<file path="config.mk">
export PLATFORM = sky130hd
export DESIGN_NAME = alu_seq
export DESIGN_NICKNAME = d
export VERILOG_FILES = /design/src/rtl/alu_pkg.sv /design/src/rtl/alu_muldiv.sv /design/src/rtl/alu_seq.sv
export SDC_FILE = /design/constraint.sdc
export NUM_CORES = 1
export LEC_CHECK = 0
export ABC_CLOCK_PERIOD_IN_PS = 6200
export CORE_ASPECT_RATIO = 0.8
export CORE_MARGIN = 3
export CORE_UTILIZATION = 40
export CTS_CLUSTER_SIZE = 40
export DETAILED_ROUTE_END_ITERATION = 8
export PLACE_DENSITY = 0.67
export RECOVER_POWER = 25
export SETUP_SLACK_MARGIN = 0.1
export SLEW_MARGIN = 25
export SYNTH_ARGS = -nofsm -noshare
export SYNTH_HDL_FRONTEND = slang
export SYNTH_SLANG_ARGS = --single-unit
</file>
<file path="constraint.sdc">
create_clock -name clk -period 6.2 [get_ports clk]
set_input_delay 1.24 -clock clk [delete_from_list [all_inputs] [get_ports clk]]
set_output_delay 1.24 -clock clk [all_outputs]
set_load 0.02 [all_outputs]
</file>
<file path="src/rtl/alu_pkg.sv">
// Shared definitions for the sequential ALU: opcode map, FSM states, flag layout.
package alu_pkg;

    typedef enum logic [3:0] {
        ALU_ADD  = 4'd0,
        ALU_SUB  = 4'd1,
        ALU_AND  = 4'd2,
        ALU_OR   = 4'd3,
        ALU_XOR  = 4'd4,
        ALU_NOT  = 4'd5,
        ALU_SHL  = 4'd6,
        ALU_SHR  = 4'd7,
        ALU_SRA  = 4'd8,
        ALU_SLT  = 4'd9,
        ALU_MULL = 4'd10,
        ALU_MULH = 4'd11,
        ALU_DIV  = 4'd12,
        ALU_MOD  = 4'd13,
        ALU_INC  = 4'd14,
        ALU_PASS = 4'd15
    } alu_op_e;

    typedef enum logic [1:0] {
        S_IDLE = 2'd0,
        S_EXEC = 2'd1,
        S_DONE = 2'd2
    } alu_state_e;

    localparam int unsigned FLAG_Z   = 0;
    localparam int unsigned FLAG_C   = 1;
    localparam int unsigned FLAG_N   = 2;
    localparam int unsigned FLAG_V   = 3;
    localparam int unsigned FLAG_E   = 4;
    localparam int unsigned FLAG_NUM = 5;

    typedef logic [FLAG_NUM-1:0] alu_flags_t;

    function automatic logic is_muldiv(input alu_op_e op);
        return (op == ALU_MULL) || (op == ALU_MULH) || (op == ALU_DIV) || (op == ALU_MOD);
    endfunction

    function automatic alu_flags_t pack_flags(input logic z, input logic c, input logic n,
                                              input logic v, input logic e);
        alu_flags_t f;
        f         = '0;
        f[FLAG_Z] = z;
        f[FLAG_C] = c;
        f[FLAG_N] = n;
        f[FLAG_V] = v;
        f[FLAG_E] = e;
        return f;
    endfunction

endpackage

</file>
<file path="src/rtl/alu_muldiv.sv">
// Iterative unsigned unit: shift-add multiply and restoring divide, one bit per clock.
// o_done is high once the W iterations have finished and stays high until the unit is idle.
module alu_muldiv
    import alu_pkg::*;
#(
    parameter int unsigned W = 8
) (
    input  logic         clk,
    input  logic         rst,
    input  logic         i_start,
    input  logic         i_mul,
    input  logic [W-1:0] i_a,
    input  logic [W-1:0] i_b,
    output logic         o_done,
    output logic [W-1:0] o_lo,
    output logic [W-1:0] o_hi
);

    localparam int unsigned CW = $clog2(W + 1);

    logic [CW-1:0] r_cnt;
    logic          r_busy;
    logic          r_mul;
    logic [W-1:0]  r_b;
    logic [W-1:0]  r_hi;
    logic [W-1:0]  r_lo;

    logic [W:0]    w_sum;
    logic [W:0]    w_rem_sh;
    logic          w_ge;
    logic [W-1:0]  w_diff;

    // r_hi:r_lo is the product accumulator (mul) or remainder:quotient (div)
    assign w_sum    = {1'b0, r_hi} + (r_lo[0] ? {1'b0, r_b} : '0);
    assign w_rem_sh = {r_hi, r_lo[W-1]};
    assign w_ge     = (w_rem_sh >= {1'b0, r_b});
    assign w_diff   = W'(w_rem_sh - {1'b0, r_b});

    always_ff @(posedge clk or posedge rst) begin
        if (rst) begin
            r_cnt  <= '0;
            r_busy <= 1'b0;
            r_mul  <= 1'b0;
            r_b    <= '0;
            r_hi   <= '0;
            r_lo   <= '0;
        end else if (i_start) begin
            r_cnt  <= CW'(W);
            r_busy <= 1'b1;
            r_mul  <= i_mul;
            r_b    <= i_b;
            r_hi   <= '0;
            r_lo   <= i_a;
        end else if (r_busy && (r_cnt != '0)) begin
            r_cnt <= r_cnt - CW'(1);
            if (r_mul) begin
                {r_hi, r_lo} <= {w_sum, r_lo[W-1:1]};
            end else if (w_ge) begin
                r_hi <= w_diff;
                r_lo <= {r_lo[W-2:0], 1'b1};
            end else begin
                r_hi <= w_rem_sh[W-1:0];
                r_lo <= {r_lo[W-2:0], 1'b0};
            end
        end else if (o_done) begin
            r_busy <= 1'b0;
        end
    end

    assign o_done = r_busy && (r_cnt == '0);
    assign o_lo   = r_lo;
    assign o_hi   = r_hi;

endmodule

</file>
<file path="src/rtl/alu_seq.sv">
// Handshaked multi-cycle ALU: valid/ready in, registered result + flags out.
// ALU_MULDIV_EN enables the iterative mul/div unit; without it ops 10-13 return 0 with err set.
module alu_seq
    import alu_pkg::*;
#(
    parameter int unsigned WORD_WIDTH   = 8,
    parameter int unsigned OPCODE_WIDTH = 4
) (
    input  logic                    clk,
    input  logic                    rst,
    input  logic                    in_valid,
    output logic                    in_ready,
    input  logic [WORD_WIDTH-1:0]   operand1,
    input  logic [WORD_WIDTH-1:0]   operand2,
    input  logic [OPCODE_WIDTH-1:0] opCode,
    output logic                    out_valid,
    input  logic                    out_ready,
    output logic [WORD_WIDTH-1:0]   result,
    output logic                    zero_flag,
    output logic                    carry_flag,
    output logic                    negative_flag,
    output logic                    overflow_flag,
    output logic                    err_flag,
    output logic                    busy
);

    localparam int unsigned W = WORD_WIDTH;

    alu_state_e  r_state;
    logic [W-1:0] r_result;
    alu_flags_t  r_flags;

    alu_op_e     w_op;
    logic        w_accept;
    logic [W:0]  w_add;
    logic [W-1:0] w_sub;
    logic [W:0]  w_inc;
    logic [W:0]  w_shl;
    logic [W:0]  w_shr;
    logic [W:0]  w_sra;
    logic        w_lt;
    logic [W-1:0] w_res;
    logic        w_carry;
    logic        w_ovf;
    logic        w_err;

    assign w_op     = alu_op_e'(opCode);
    assign in_ready = (r_state == S_IDLE) || ((r_state == S_DONE) && out_ready);
    assign w_accept = in_valid && in_ready;

    // Shifts carry an extra bit so the last bit shifted out lands in bit W / bit 0
    assign w_add = {1'b0, operand1} + {1'b0, operand2};
    assign w_sub = W'(operand1 - operand2);
    assign w_inc = {1'b0, operand1} + (W + 1)'(1);
    assign w_shl = {1'b0, operand1} << operand2;
    assign w_shr = {operand1, 1'b0} >> operand2;
    assign w_sra = $signed({operand1, 1'b0}) >>> operand2;
    assign w_lt  = (operand1 < operand2);

    always_comb begin
        w_res   = '0;
        w_carry = 1'b0;
        w_ovf   = 1'b0;
        w_err   = 1'b0;
        case (w_op)
            ALU_ADD: begin
                w_res   = w_add[W-1:0];
                w_carry = w_add[W];
                w_ovf   = (operand1[W-1] == operand2[W-1]) && (w_add[W-1] != operand1[W-1]);
            end
            ALU_SUB: begin
                w_res   = w_sub;
                w_carry = w_lt;
                w_ovf   = (operand1[W-1] != operand2[W-1]) && (w_sub[W-1] != operand1[W-1]);
            end
            ALU_AND: w_res = operand1 & operand2;
            ALU_OR:  w_res = operand1 | operand2;
            ALU_XOR: w_res = operand1 ^ operand2;
            ALU_NOT: w_res = ~operand1;
            ALU_SHL: begin
                w_res   = w_shl[W-1:0];
                w_carry = w_shl[W];
            end
            ALU_SHR: begin
                w_res   = w_shr[W:1];
                w_carry = w_shr[0];
            end
            ALU_SRA: begin
                w_res   = w_sra[W:1];
                w_carry = w_sra[0];
            end
            ALU_SLT: begin
                w_res   = W'(w_lt);
                w_carry = w_lt;
            end
            ALU_INC: begin
                w_res   = w_inc[W-1:0];
                w_carry = w_inc[W];
                w_ovf   = !operand1[W-1] && w_inc[W-1];
            end
            ALU_PASS: w_res = operand2;
            default:  w_err = 1'b1;
        endcase
    end

`ifdef ALU_MULDIV_EN
    logic         r_sel_hi;
    logic         r_is_mul;
    logic         r_div0;
    logic         w_md_done;
    logic [W-1:0] w_md_lo;
    logic [W-1:0] w_md_hi;
    logic [W-1:0] w_md_res;

    alu_muldiv #(.W(W)) u_muldiv (
        .clk    (clk),
        .rst    (rst),
        .i_start(w_accept && is_muldiv(w_op)),
        .i_mul  ((w_op == ALU_MULL) || (w_op == ALU_MULH)),
        .i_a    (operand1),
        .i_b    (operand2),
        .o_done (w_md_done),
        .o_lo   (w_md_lo),
        .o_hi   (w_md_hi)
    );

    assign w_md_res = r_sel_hi ? w_md_hi : w_md_lo;
`endif

    // Handshake FSM; a new accept from DONE takes priority over returning to IDLE
    always_ff @(posedge clk or posedge rst) begin
        if (rst) begin
            r_state  <= S_IDLE;
            r_result <= '0;
            r_flags  <= '0;
`ifdef ALU_MULDIV_EN
            r_sel_hi <= 1'b0;
            r_is_mul <= 1'b0;
            r_div0   <= 1'b0;
`endif
        end else if (w_accept) begin
`ifdef ALU_MULDIV_EN
            if (is_muldiv(w_op)) begin
                r_state  <= S_EXEC;
                r_sel_hi <= (w_op == ALU_MULH) || (w_op == ALU_MOD);
                r_is_mul <= (w_op == ALU_MULL) || (w_op == ALU_MULH);
                r_div0   <= (operand2 == '0);
            end else
`endif
            begin
                r_state  <= S_DONE;
                r_result <= w_res;
                r_flags  <= pack_flags(w_res == '0, w_carry, w_res[W-1], w_ovf, w_err);
            end
        end else begin
            case (r_state)
`ifdef ALU_MULDIV_EN
                S_EXEC: begin
                    if (w_md_done) begin
                        r_state  <= S_DONE;
                        r_result <= w_md_res;
                        r_flags  <= pack_flags(w_md_res == '0, 1'b0, w_md_res[W-1],
                                               r_is_mul && (w_md_hi != '0),
                                               !r_is_mul && r_div0);
                    end
                end
`endif
                S_DONE: begin
                    if (out_ready) r_state <= S_IDLE;
                end
                default: ;
            endcase
        end
    end

    assign out_valid     = (r_state == S_DONE);
    assign busy          = (r_state == S_EXEC);
    assign result        = r_result;
    assign zero_flag     = r_flags[FLAG_Z];
    assign carry_flag    = r_flags[FLAG_C];
    assign negative_flag = r_flags[FLAG_N];
    assign overflow_flag = r_flags[FLAG_V];
    assign err_flag      = r_flags[FLAG_E];

endmodule
</file>
After elaboration in Yosys (flattened, before gate mapping)
Index checks and enable logic that the tools add are counted.
{"block": "classes", "addsub": 3, "n_mul": 0, "div_mod_pow": 0, "magnitude_cmp": 1, "n_eq_ne": 17, "n_shift": 3, "n_mux": 7, "n_bitwise": 4, "reduce_logical": 15}
{"cell": "8-bit case mux with 12 select lines", "count": 1}
{"cell": "4-bit by 3-bit equality test with 1-bit output, second input constant", "count": 4}
{"cell": "4-bit equality test, second input constant", "count": 4}
{"cell": "12-bit OR reduction", "count": 1}
{"cell": "8-bit by 1-bit adder with 9-bit output, second input constant", "count": 1}
{"cell": "8-bit by 8-bit adder with 9-bit output", "count": 1}
{"cell": "8-bit by 8-bit << shifter with 9-bit output", "count": 1}
{"cell": "9-bit by 8-bit right shift with 9-bit output", "count": 1}
{"cell": "9-bit by 8-bit >>> shifter with 9-bit output", "count": 1}
{"cell": "8-bit bitwise AND", "count": 1}
{"cell": "4-bit by 2-bit equality test with 1-bit output, second input constant", "count": 2}
{"cell": "8-bit zero test", "count": 1}
{"cell": "8-bit less-than comparator", "count": 1}
{"cell": "8-bit inverter", "count": 1}
{"cell": "8-bit OR", "count": 1}
{"cell": "8-bit subtractor", "count": 1}
{"cell": "8-bit XOR", "count": 1}
{"cell": "2-bit two-way mux", "count": 3}
{"cell": "1-bit case mux with 6 select lines", "count": 1}
{"cell": "1-bit logical AND", "count": 5}
{"cell": "4-bit by 1-bit equality test with 1-bit output, second input constant", "count": 1}
{"cell": "4-bit zero test", "count": 1}
{"cell": "2-bit nonzero test", "count": 2}
{"cell": "1-bit inequality test", "count": 3}
{"cell": "10 further kinds", "count": 10}
{"block": "totals", "register_bits": 15, "latch_bits": 0, "ram_bits": 0, "rom_bits": 0, "in_bits": 24, "output_inout_bits": 16, "elab_cells": 53, "n_memories": 0}

Logic depth before layout (Yosys ltp)
{"block": "logic_depth", "word_depth": 6, "ltp_mapped": 11, "ltp_nobuf": 10}

Worst setup path before layout
No wires, ideal clock.
{"block": "synth_timing", "kind": "input port to flip-flop", "startpoint": "input port operand1[0]", "endpoint": "register r_flags[0]", "setup_time_ns": 0.103, "t_arrival_ns": 3.772, "required_ns": 6.097, "slack_ns": 2.325, "cell_stages": 11, "path_buffers": 1, "path_cell_list": "clkbuf_1 inv_1 ha_1 fa_1 o21bai_1 a21oi_1 xnor2_1 a222oi_1 o211ai_1 or3_2 o41ai_2"}
{"block": "synth_between", "elab_chain_cells": 3, "elab_cells_between_ends": 13, "classes_between": "add/sub (3); order compare (1); shift (3); mux (1); bitwise (4); reduce/logical (1)"}
{"item": "start, declared", "line": "alu_seq.sv:13", "text": "input logic [WORD_WIDTH-1:0] operand1,"}
{"item": "8-bit by 1-bit adder with 9-bit output (tied with other cells)", "line": "alu_seq.sv:54", "text": "assign w_inc = {1'b0, operand1} + (W + 1)'(1);"}
{"item": "8-bit case mux with 12 select lines (*)", "line": "alu_seq.sv:65", "text": "case (w_op)"}
{"item": "8-bit zero test (*)", "line": "alu_seq.sv:153", "text": "r_flags <= pack_flags(w_res == '0, w_carry, w_res[W-1], w_ovf, w_err);"}
{"item": "end signal, assigned", "line": "alu_seq.sv:153"}
{"item": "end, declared", "line": "alu_seq.sv:31", "text": "alu_flags_t r_flags;"}
Every way passes the cells marked *; elsewhere a longest branch is shown, timed or not.
A chain may end at the register's enable or synchronous reset.

Final worst setup path
{"block": "layout_timing", "startpoint": "input port operand1[4]", "endpoint": "register r_flags[0]"}
The elaborated chain is that of the path after synthesis.

==> flow_summary.json <==
{
  "status": "completed",
  "clk_pin_slew_ns": 0.07,
  "fin_skew_ns": 0.00888,
  "antenna_found_initial": 0,
  "worstSetupEndpointType": "flop",
  "grt_pass1_wl_mm": 17.5,
  "p_leak_nw": 1.40,
  "place_congestion": 1.05,
  "arrival_ns": 4.72,
  "io_pins": 40,
  "synth-edff-count": 0,
  "post-cts-setup-buffers": 0,
  "r2r_slack_ns": 3.49,
  "ctsHtreeMaxLevel": 1,
  "synth_fp_nets": 460,
  "fin_crit_sh": 0.737,
  "die_h_um": 84.6,
  "drt-initial-drc-count": 476,
  "drv_slew": 0,
  "cts_buffer_depth": 2,
  "cts_sinks": 13,
  "clock_latency_ns": 0.25,
  "fmax_mhz": 219,
  "crit_type": "in -> reg",
  "min_path_type": "reg -> reg",
  "yosysWarnings": 0,
  "cp.required_ns": 6.35,
  "worst_slack_ns": 1.63,
  "holdBufCountCts": 0,
  "grt_use_total": 0.243,
  "ant_nets": 0,
  "startpoint": "operand1[4]",
  "cts_resized": 0,
  "final_util": 0.470,
  "ys_seq_area_frac": 0.105,
  "min_period_ns": 4.57,
  "route.detailed.drc": 0,
  "routedWlPerCell_um": 20.8,
  "via_count": 3484,
  "avgSynthCellArea_um2": 7.57,
  "area_growth_pct": 13.4,
  "grt_pass1_vias": 3164,
  "finalHoldViolCount": 0,
  "crit_end": "r_flags[0]",
  "fp-row-count": 28,
  "place_ws_ns": 1.46,
  "ys.flop_type": "dfrtp_1",
  "tightest_slew_ns": 0.916,
  "relSlewSlack": 0.382,
  "ir_drop_uv": 88.9,
  "hpwl_mm": 8.40,
  "antenna_cells": 0,
  "worst_hold_slack_ns": 0.477,
  "r2r_cells": 6,
  "start_kind": "input pin",
  "clockRootBuffer": "clkbuf_8",
  "io_buffers": 38,
  "power.density_nw_per_um2": 132,
  "finalSetupViolations": 0,
  "fin_nets": 479,
  "initial_utilization": 0.414,
  "wirelength_mm": 11.1,
  "drive_gt1_frac": 0.113,
  "rsz0062_at_grt": "false",
  "nFillCells": 754,
  "viasPerCell": 6.56,
  "synthCells": 408,
  "reg2reg_to": "r_flags[0]",
  "synth_cell_type_count": 77,
  "die_area_um2": 8820,
  "grt_max_degree": 31,
  "numCtsBuffers": 3,
  "grt-ovfl-total": 0,
  "cp_max_fo": 14,
  "drv_cap": 0,
  "ys_async_sr_fraction": 1.00,
  "tns_ns": 0,
  "synth-seq-cells": 13,
  "firstDrtPassIters": 5,
  "coreArea_um2": 7460,
  "r2r_start": "r_state[1]",
  "cts_tree": "built",
  "syn_area_um2": 3090,
  "die_w_um": 104
}
[placed cells by master, fill, tap and decap left out, types with 9 or more instances in the layout]
| cell | Yosys | routed |
|---|---|---|
| nor3_1 | 17 | 17 |
| nand2_1 | 28 | 28 |
| mux2i_1 | 13 | 13 |
| a21oi_1 | 23 | 23 |
| nand3_1 | 17 | 17 |
| a31oi_1 | 10 | 10 |
| dfrtp_1 | 13 | 13 |
| xnor2_1 | 11 | 11 |
| buf_4 | 4 | 9 |
| ha_1 | 26 | 26 |
| nand4_1 | 9 | 9 |
| clkdlybuf4s50_1 | 0 | 36 |
| o21ai_0 | 23 | 23 |
| nor2_1 | 27 | 27 |
| inv_1 | 26 | 26 |
[cells in the mapped netlist, types with 3 or more instances]
master / count / area, µm²
mux2_2: 5 / 56.3
clkbuf_8: 3 / 41.3
nor2_1: 27 / 101
nor2b_1: 4 / 25.0
and4_1: 3 / 26.3
a2bb2oi_1: 3 / 26.3
nor3_1: 17 / 85.1
clkbuf_1: 10 / 37.5
a21oi_1: 23 / 115
nor4_1: 4 / 25.0
a22oi_1: 4 / 30.0
buf_6: 4 / 45.0
mux2i_1: 13 / 130
buf_2: 11 / 55.1
o221ai_1: 3 / 26.3
a31o_2: 3 / 26.3
o22ai_1: 6 / 37.5
inv_1: 26 / 97.6
nand4_1: 9 / 56.3
o21ai_0: 23 / 115
buf_4: 4 / 30.0
nand2b_1: 5 / 31.3
a211oi_1: 4 / 30.0
and3_1: 5 / 31.3
a31oi_1: 10 / 62.6
nand3_1: 17 / 85.1
o21bai_1: 3 / 22.5
o211ai_1: 5 / 37.5
a22o_1: 3 / 26.3
or2_2: 3 / 18.8
o31ai_1: 5 / 37.5
mux4_2: 6 / 135
a221oi_1: 5 / 43.8
nand2_1: 28 / 105
o32ai_1: 3 / 26.3
dfrtp_1: 13 / 325
nand3b_1: 4 / 30.0
ha_1: 26 / 325
xnor2_1: 11 / 96.3
or3_2: 4 / 30.0
[power breakdown]
group          internal (W)  total (W)  leakage, nW  switching, W
registers         0.0000980   0.000105        0.164    0.00000696
logic              0.000115   0.000278         1.21      0.000163
clock network     0.0000445  0.0000789       0.0255     0.0000344
[worst max-delay path, stage by stage]
cell,delay [ns]
clkdlybuf4s50_1,0.84
inv_1,0.22
ha_1,0.47
inv_1,0.17
a31oi_1,0.28
nand3b_1,0.14
a211o_2,0.32
a2111oi_2,0.42
or3b_1,0.40
o41ai_2,0.21
[area by class of cell]
type	instances	area, µm²	share of cell area
clock buffer	3	41.3	0.0118
multi-input combinational	336	2460	0.702
sequential	13	325	0.0928
tap	105	131	0.0375
timing repair buffer	47	443	0.126
inverter	26	97.6	0.0278
clock inverter	1	5.00	0.00143
[logic make-up after synthesis]
family                     Yosys count  synth area share
DFF                                 13             0.105
AOI/OAI and AO/OA                  122             0.275
xor gates and xnor gates            12            0.0340
muxes                               24             0.104
and+or+nand+nor                    149             0.262
adders and majority gates           28             0.118
buffers and inverters               59             0.100
other                                1           0.00121
[worst min-delay path by stage]
stage                from          to  slack [ns]  cells after the start
2_1_floorplan  r_flags[3]  r_flags[3]        0.58                      2
3_3_place_gp    result[6]   result[6]        0.47                      2
3_5_place_dp    result[0]   result[0]        0.47                      2
4_1_cts         result[0]   result[0]        0.48                      2
5_1_grt         result[0]   result[0]        0.51                      2
6_report        result[0]   result[0]        0.48                      2
[per-stage QoR]
step                      instances  area, µm²  power (W)
after floorplan                 408       3090   0.000285
after global placement          527       3460   0.000376
after detailed placement        527       3460   0.000377
after CTS                       531       3510   0.000456
after global routing            531       3500   0.000486
final                           531       3500   0.000462
[per-layer routing]
metal	vias up	part of all wire	GRT usage
met3	33	0.12	0.0515
met4	0	0.024	0.0556
li1	1575	-	-
met2	246	0.41	0.353
met1	1630	0.44	0.366
met5	-	0	0
[state kept, by name, summed over array words and instances, names as in the netlist]
register and cells:
r_state 1, r_flags 5, result 7
No activity file was read; power rests on OpenSTA's default activity.
==> edit: new RTL, same settings <==
Register the output `carry_flag`; this adds one clock of latency there. The other outputs are not delayed to match.
--- a/src/rtl/alu_seq.sv
+++ b/src/rtl/alu_seq.sv
@@ -177,7 +177,9 @@
     assign busy          = (r_state == S_EXEC);
     assign result        = r_result;
     assign zero_flag     = r_flags[FLAG_Z];
-    assign carry_flag    = r_flags[FLAG_C];
+    always_ff @(posedge clk) begin
+        carry_flag <= r_flags[FLAG_C];
+    end
     assign negative_flag = r_flags[FLAG_N];
     assign overflow_flag = r_flags[FLAG_V];
     assign err_flag      = r_flags[FLAG_E];
Function: changed (a bounded check fails within 4 cycles, from zero or initial values and one cycle with rst high).
==> edit against the unedited design <==
  * Power decreased by 0.14%
  * Cell count decreased by 2.8%
  * Setup slack improved by 200 ps
  * Sequential cell count increased by 1
  * Non-clock buffer count unchanged
  * Highest routed layer unchanged
  * Synthesized area decreased by 1.3%
  * Register-to-register slack improved by 390 ps
  * Final area decreased by 0.57%
  * Critical endpoint unchanged
  * Wire length increased by 3.7%
  * Critical path type unchanged
  * Global-route usage increased by 1.1 points
==> edit: results (changes against the unedited design) <==
Placed design
  • Place WS: 1671 ps (+210.4 ps)
  • Detailed placer's ending HPWL: 8.527 mm (+1.5%)
  • Placed Area: 0.003440 mm^2 (-0.69%)
  • Placed Instances: 512 (-2.8%)
  • GP Congestion: 1.020 (-3.3%)
  • Port bufs: 38 (unchanged)

Power
  • P_leak: 1.392 nW (-0.75%)
  • Peak VDD IR: 0.00009732 V (+9.5%)

Outcome
  • Outcome: finished clean

Final layout
  • Sequential cell area share: 9.910% (+0.63 points)
  • Final cell count without fillers: 516 (-2.8%)
  • Buffer share of cell area: 12.85% (+0.22 points)
  • # diodes: 0 (unchanged)
  • Layout cells sized above 1: 8.675% (-2.6 points)
  • Design area: 0.003485 mm^2 (-0.57%)
  • Comb_multi_in: 325 (-3.3%)
  • Filler Cells Inserted: 698 (-7.4%)
  • Nets@finish: 468 (-2.3%)
  • Clkbuf count: 4 (+1)
  • Clock network area share: 1.293% (-0.028 points)

Critical path
  • Critical Path AT: 4540 ps (-180 ps)
  • Reg2Reg Setup Slack: 3880 ps (+390 ps)
  • CP Max Fanout: 17 (+3)
  • Worst R2R Path Depth: 8 (+2)
  • Worst setup path start: operand2[2]

Floorplan
  • Die Width: 103.7 um (-0.59%)

Timing
  • Clock Skews: 2.245 ps (-6.640 ps)
  • Worst-Margin Slew: 920.2 ps (+4.627 ps)
  • Fin crit period: 4374 ps (-196.7 ps)

Synth
  • Top cells by count, synth: 30 x nand2_1, 26 x ha_1, 24 x o21ai_0
  • Syn Nets: 453 (-1.5%)
  • Post-synthesis sequential area ratio: 11.32% (+0.79 points)
  • Largest cells by area after synthesis: dfrtp_1 11%, ha_1 11%, o21ai_0 3.9%, a21oi_1 3.8%, nand2_1 3.7%
  • Post-synthesis cell count: 401 (-1.7%)
  • Post-synthesis register bit count: 14 (+1)
  • Asr flop ratio synth: 92.86% (-7.1 points)

Detailed routing
  • Drt initial violations: 559 (+17%)
  • Avg WL per Cell: 22.21 um (+6.7%)
  • Vias: 3526 (+1.2%)
  • Drt first pass iters: 8 (+3)

Global route
  • Vias in the first global route: 3202 (+1.2%)
  • GR Util All Layers: 25.42% (+1.1 points)

Min path
  • Worst hold stages: 0 (-2)
  • Worst Hold End: carry_flag
  • Hold_sp: r_flags[1]

Clock network
  • # resized after CTS: 0 (unchanged)
[edit: cell types whose count changed after synthesis, moves of 4 or more]
cell     delta
nor2_1      -6
or3_1       +6
buf_2       +5
nor4_1      +5
mux2i_1     -4
or3_2       -4
[edit: per-stage QoR]
stage	total power, mW	hold slack (ps)
2_1_floorplan	0.2801	347.0
3_3_place_gp	0.3759	359.8
3_5_place_dp	0.3752	368.4
4_1_cts	0.4553	386.3
5_1_grt	0.4882	407.3
6_report	0.4611	381.4
[edit: per-layer routing]
layer | track usage, % | routed length, um | vias to the layer above
met2 | 36.40 | 4627 | 291
met5 | 0 | 0 | -
li1 | - | - | 1542
met3 | 7.270 | 1573 | 60
met4 | 7.367 | 432 | 0
met1 | 36.93 | 4826 | 1633
[edit: kinds of logic (layout without fill, tap and decap cells)]
group / after synthesis / in the layout / share of synthesized area [%]
AO/OA/AOI/OAI: 121 / 121 / 27.92
XOR/XNOR: 10 / 10 / 2.870
adder cells (fa/ha/maj): 28 / 28 / 11.97
buffers and inverters: 62 / 76 / 9.389
flip-flops: 14 / 14 / 11.32
multiplexers: 21 / 21 / 10.33
other: 1 / 1 / 0.1229
AND/OR/NAND/NOR: 144 / 144 / 26.08
[edit: worst max-delay path, cell delays in order]
cell	delay, ps
clkdlybuf4s50_1	450
buf_4	230
clkinv_1	360
ha_1	490
a21o_1	210
a21oi_1	230
nor2_1	80
a211oi_1	370
o221ai_1	240
a221oi_2	340
nand4_1	130
o21ai_1	150
[edit: report_power, final]
part / internal, mW / switching [mW] / leakage (nW) / total [mW]
Combinational: 0.109 / 0.161 / 1.20 / 0.270
Sequential: 0.105 / 0.00672 / 0.174 / 0.112
Clock: 0.0455 / 0.0339 / 0.0228 / 0.0794
